===== src/rtl/load_store_unit.sv =====
// load_store_unit: RV32I memory stage, ready/valid data port with byte enables and load extension.
// Optional memory-mapped output port enabled by defining LSU_OUTPORT_EN.
module load_store_unit #(
   parameter int                ADDR_W       = 32,
   parameter logic [ADDR_W-1:0] OUTPORT_ADDR = 32'h0000_FFFC
) (
   input  logic              clk,
   input  logic              rst,
   input  logic              req_valid,
   output logic              req_ready,
   input  logic              req_is_store,
   input  logic [2:0]        req_funct3,
   input  logic [ADDR_W-1:0] req_addr,
   input  logic [31:0]       req_wdata,
   input  logic [4:0]        req_rd,
   output logic              mem_req_valid,
   input  logic              mem_req_ready,
   output logic              mem_we,
   output logic [3:0]        mem_be,
   output logic [ADDR_W-1:0] mem_addr,
   output logic [31:0]       mem_wdata,
   input  logic              mem_rsp_valid,
   input  logic [31:0]       mem_rdata,
`ifdef LSU_OUTPORT_EN
   output logic [31:0]       outport,
`endif
   output logic              wb_valid,
   output logic [4:0]        wb_rd,
   output logic [31:0]       wb_data,
   output logic              fault
);
   localparam logic [2:0] IDLE  = 3'd0;
   localparam logic [2:0] ISSUE = 3'd1;
   localparam logic [2:0] WAIT  = 3'd2;
   localparam logic [2:0] RESP  = 3'd3;
   localparam logic [2:0] ERR   = 3'd4;
`ifdef LSU_OUTPORT_EN
   localparam logic OUT_EN = 1'b1;
   logic [31:0] outport_q, outport_d;
   assign outport = outport_q;
`else
   localparam logic OUT_EN = 1'b0;
`endif
   logic [2:0]        state_q, state_d;
   logic              is_store_q, is_store_d, hit_q, hit_d, we_q, we_d;
   logic [2:0]        f3_q, f3_d;
   logic [1:0]        off_q, off_d;
   logic [4:0]        rd_q, rd_d, wb_rd_q, wb_rd_d;
   logic [3:0]        be_q, be_d;
   logic [ADDR_W-1:0] addr_q, addr_d;
   logic [31:0]       wdata_q, wdata_d, wb_data_q, wb_data_d;
   logic              accept, illegal, misal;
   logic [7:0]        ld_b;
   logic [15:0]       ld_h;
   logic [31:0]       ld_data;
   assign req_ready     = state_q == IDLE;
   assign mem_req_valid = (state_q == ISSUE) & ~hit_q;
   assign wb_valid      = state_q == RESP;
   assign fault         = state_q == ERR;
   assign mem_we        = we_q;
   assign mem_be        = be_q;
   assign mem_addr      = addr_q;
   assign mem_wdata     = wdata_q;
   assign wb_rd         = wb_rd_q;
   assign wb_data       = wb_data_q;
   assign accept  = req_valid & req_ready;
   assign illegal = (req_funct3 == 3'b011) | (req_funct3[2:1] == 2'b11) | (req_is_store & req_funct3[2]);
   assign misal   = ((req_funct3[1:0] == 2'b01) & req_addr[0]) | ((req_funct3[1:0] == 2'b10) & |req_addr[1:0]);
   assign ld_b    = 8'(mem_rdata >> {off_q, 3'b000});
   assign ld_h    = off_q[1] ? mem_rdata[31:16] : mem_rdata[15:0];
   assign ld_data = f3_q[1] ? mem_rdata :
                    f3_q[0] ? {{16{~f3_q[2] & ld_h[15]}}, ld_h} : {{24{~f3_q[2] & ld_b[7]}}, ld_b};
   // next-state: capture request on accept, sequence the memory handshake and writeback
   always_comb begin
      state_d    = state_q;
      is_store_d = is_store_q;
      hit_d      = hit_q;
      we_d       = we_q;
      f3_d       = f3_q;
      off_d      = off_q;
      rd_d       = rd_q;
      be_d       = be_q;
      addr_d     = addr_q;
      wdata_d    = wdata_q;
      wb_rd_d    = wb_rd_q;
      wb_data_d  = wb_data_q;
`ifdef LSU_OUTPORT_EN
      outport_d  = outport_q;
`endif
      case (state_q)
         IDLE: if (accept) begin
            is_store_d = req_is_store;
            hit_d      = OUT_EN & req_is_store & (req_funct3 == 3'b010) & (req_addr == OUTPORT_ADDR);
            we_d       = req_is_store;
            f3_d       = req_funct3;
            off_d      = req_addr[1:0];
            rd_d       = req_rd;
            addr_d     = {req_addr[ADDR_W-1:2], 2'b00};
            be_d       = req_funct3[1:0] == 2'b00 ? 4'b0001 << req_addr[1:0] :
                         req_funct3[1:0] == 2'b01 ? 4'b0011 << req_addr[1:0] : 4'b1111;
            wdata_d    = req_funct3[1:0] == 2'b00 ? {4{req_wdata[7:0]}} :
                         req_funct3[1:0] == 2'b01 ? {2{req_wdata[15:0]}} : req_wdata;
            state_d    = (illegal | misal) ? ERR : ISSUE;
         end
         ISSUE: if (hit_q) begin
`ifdef LSU_OUTPORT_EN
            outport_d = wdata_q;
`endif
            state_d   = IDLE;
         end else if (mem_req_ready) begin
            state_d = is_store_q ? IDLE : WAIT;
         end
         WAIT: if (mem_rsp_valid) begin
            wb_data_d = ld_data;
            wb_rd_d   = rd_q;
            state_d   = RESP;
         end
         default: state_d = IDLE;
      endcase
   end
   // state and datapath registers with synchronous reset
   always_ff @(posedge clk) begin
      if (rst) begin
         state_q    <= IDLE;
         is_store_q <= 1'b0;
         hit_q      <= 1'b0;
         we_q       <= 1'b0;
         f3_q       <= 3'b000;
         off_q      <= 2'b00;
         rd_q       <= 5'd0;
         be_q       <= 4'b0000;
         addr_q     <= '0;
         wdata_q    <= 32'd0;
         wb_rd_q    <= 5'd0;
         wb_data_q  <= 32'd0;
`ifdef LSU_OUTPORT_EN
         outport_q  <= 32'd0;
`endif
      end else begin
         state_q    <= state_d;
         is_store_q <= is_store_d;
         hit_q      <= hit_d;
         we_q       <= we_d;
         f3_q       <= f3_d;
         off_q      <= off_d;
         rd_q       <= rd_d;
         be_q       <= be_d;
         addr_q     <= addr_d;
         wdata_q    <= wdata_d;
         wb_rd_q    <= wb_rd_d;
         wb_data_q  <= wb_data_d;
`ifdef LSU_OUTPORT_EN
         outport_q  <= outport_d;
`endif
      end
   end
endmodule


===== config.mk =====
export PLATFORM = sky130hd
export DESIGN_NAME = load_store_unit
export DESIGN_NICKNAME = d
export VERILOG_FILES = /design/src/rtl/load_store_unit.sv
export SDC_FILE = /design/constraint.sdc
export NUM_CORES = 1
export LEC_CHECK = 0
export BUFFER_PORTS_ARGS = -buffer_cell sky130_fd_sc_hd__buf_2
export CAP_MARGIN = 5
export CORE_MARGIN = 1.5
export CORE_UTILIZATION = 52
export CTS_CLUSTER_DIAMETER = 60
export DETAILED_ROUTE_END_ITERATION = 12
export PLACE_DENSITY = 0.9
export SKIP_LAST_GASP = 1
export SYNTH_ARGS = -nofsm -noshare
export SYNTH_HDL_FRONTEND = slang
export SYNTH_SLANG_ARGS = --single-unit

===== constraint.sdc =====
create_clock -name clk -period 4.7 [get_ports clk]
set_clock_uncertainty 0.1 [all_clocks]
set_input_delay 0.47 -clock clk [delete_from_list [all_inputs] [get_ports clk]]
set_output_delay 0.47 -clock clk [all_outputs]
set_load 0.02 [all_outputs]

==> results_dict.tcl <==
set metrics [dict create \
    status "complete, no violations" \
    power_leakage_nw 2.96 \
    dpl.cell_count 937 \
    wl_um 13800 \
    final_cells 968 \
    hold_path_class "in -> reg" \
    drt_first_pass_iters 5 \
    ff2ff_setup_slack_ps 1950 \
    num-fill-cells 833 \
    clock_latency_ps 500 \
    utilization 0.688 \
    start_util 0.532 \
    seq_area_frac_synth 0.453 \
    drc 0 \
    antenna_found_initial 0 \
    ios 220 \
    drv_cap 0 \
    crit_arrival_ps 3030 \
    endpoint_kind "register" \
    grt_overflow 0 \
    setup_tns_ps 0 \
    synth_cell_types 43 \
    hpwl_um 9280 \
    max_slew.worst_pin.slew_ps 1160 \
    postRouteAntennaNets 0 \
    fmaxAchievable_mhz 363 \
    port_buffers 217 \
    area.growth.synth_to_final_pct 29.4 \
    fp.coreArea_um2 9730 \
    whs_ps 102 \
    path_class "reg -> reg" \
    cts_tree "yes" \
    required_ps 4970 \
    synth_cells 639 \
    diodes 0 \
    syn_avg_cell_area_um2 8.10 \
    finalHoldViolCount 0 \
    cts_buffers 17 \
    viasPerCell 5.31 \
    setup_viol 0 \
    grt_first_pass_wirelength_um 21600 \
    cts.clk_slew.worst_paths_ps 60 \
    routabilityCongestion 0.863 \
    finalCriticalPeriod_ps 2750 \
    cts.path.max_buffers 2 \
    clock_sinks 117 \
    ys_warn_count 0 \
    synth_edf_count 0 \
    crit_fanout 48 \
    ir_drop_mv 0.238 \
    post-cts-setup-buffers 0 \
    track_usage 0.260 \
    drive_above_1_share 0.309 \
    cts.htree.levels 4 \
    vias 5138 \
    drv_slew 0 \
    die_h_um 103 \
    grt_pass1_vias 4568 \
    multi_input_area_um2 2520 \
    die-area_um2 10600 \
    rows 36 \
    power_density_nw_per_um2 437 \
    rsz0062_at_grt "no" \
    synth_flop_cell "dfxtp_1" \
    ff_latch_area_um2 2340 \
    critPathLaunchType "register" \
    cts-root-buf "clkbuf_8" \
    nets 937 \
    cts_resized 0 \
    holdCritStartpoint "req_addr[10]" \
    fin_crit_sh 0.586 \
    synthArstFlopShare 0 \
    wl_per_cell_um 14.2 \
    die_x_um 103 \
    drt_iter0_markers 191 \
    slew_headroom 0.224 \
    grt_max_degree 112 \
    crit-reg2reg-launch "state_q[1]$_SDFFE_PP0P_" \
    synth_seq_cells 117 \
    synth.cell_area_um2 5170 \
    cp-startpoint "state_q[1]$_SDFFE_PP0P_" \
    hold_buffers 0 \
]
-- power by group --
part / internal, W / switching [W]
Clock: 0.000775 / 0.000426
Combinational: 0.000203 / 0.000372
Sequential: 0.00109 / 0.0000672
-- cell type report --
type | instances | area share
Sequential cell | 117 | 0.350
Multi-Input combinational cell | 465 | 0.376
Clock buffer | 22 | 0.0677
Clock inverter | 9 | 0.0155
Timing Repair Buffer | 218 | 0.164
Tap cell | 133 | 0.0249
Inverter | 4 | 0.00224
-- state kept, by name, summed over array words and instances, names as in the netlist --
register,cells
mem_be,4
f3_q,3
off_q,2
mem_addr,30
wb_rd,5
mem_wdata,32
wb_data,32
rd_q,5
state_q,3
mem_we,1
-- path summary, 6_finish.rpt --
check                                            endpoint  cells after the start
worst min register to register      wb_rd[1]$_SDFFE_PP0P_                      2
worst max register to register    wb_data[8]$_SDFFE_PP0P_                      4
worst max-delay path              wb_data[8]$_SDFFE_PP0P_                      4
worst min-delay path            mem_addr[10]$_SDFFE_PP0P_                      3
-- stage by stage --
| stage | total power [W] | cell area, µm² | worst slack (ps) |
|---|---|---|---|
| final | 0.00293 | 6700 | 1950 |
| after global routing | 0.00306 | 6700 | 1770 |
| after CTS | 0.00295 | 6700 | 2000 |
| after detailed placement | 0.00174 | 6140 | 2000 |
| after global placement | 0.00173 | 6140 | 2070 |
| after floorplan | 0.00157 | 5180 | 3050 |
-- worst max-delay path, cell delays in order (launching register included) --
cell and delay [ps]:
dfxtp_1 610, and4bb_2 1000, nand2_1 400, nor2_2 360, a211oi_1 130
-- kinds of logic after synthesis --
family	Yosys count	share of synthesized area
AO/OA/AOI/OAI	157	0.196
flip-flops	117	0.453
adder cells (fa/ha/maj)	4	0.00967
AND/OR/NAND/NOR	273	0.221
other	1	0.000725
multiplexers	29	0.0585
buffers and inverters	58	0.0621
-- placed cells by master (no fill, tap or decap), drive strengths merged, types with 4 or more instances in the layout --
master and n:
nor2 61, dfxtp 117, clkinv 5, a21oi 67
mux2i 28, ha 4, o221a 7, clkbuf 22
inv 4, o21ai 27, nor3 17, a211oi 33
buf 218, a31oi 9, a311oi 8, nor2b 5
nand2 174, nand3b 7
-- cells in the mapped netlist (8+ instances only) --
cell | instances | area, µm²
a211oi_1 | 33 | 248
a21oi_1 | 65 | 325
a311oi_1 | 8 | 70.1
a31oi_1 | 8 | 50.1
buf_2 | 11 | 55.1
buf_4 | 14 | 105
clkbuf_1 | 19 | 71.3
dfxtp_1 | 117 | 2340
mux2i_1 | 28 | 280
nand2_1 | 174 | 653
nor2_1 | 60 | 225
nor3_1 | 16 | 80.1
o21ai_0 | 22 | 110
-- routing by layer --
metal	global-route usage	part of all wire	vias up
met5	0	0	-
met1	0.333	0.43	2314
met3	0.0651	0.080	32
met2	0.414	0.46	227
li1	-	-	2565
met4	0.125	0.026	0
Power figures use the tool's default switching activity.
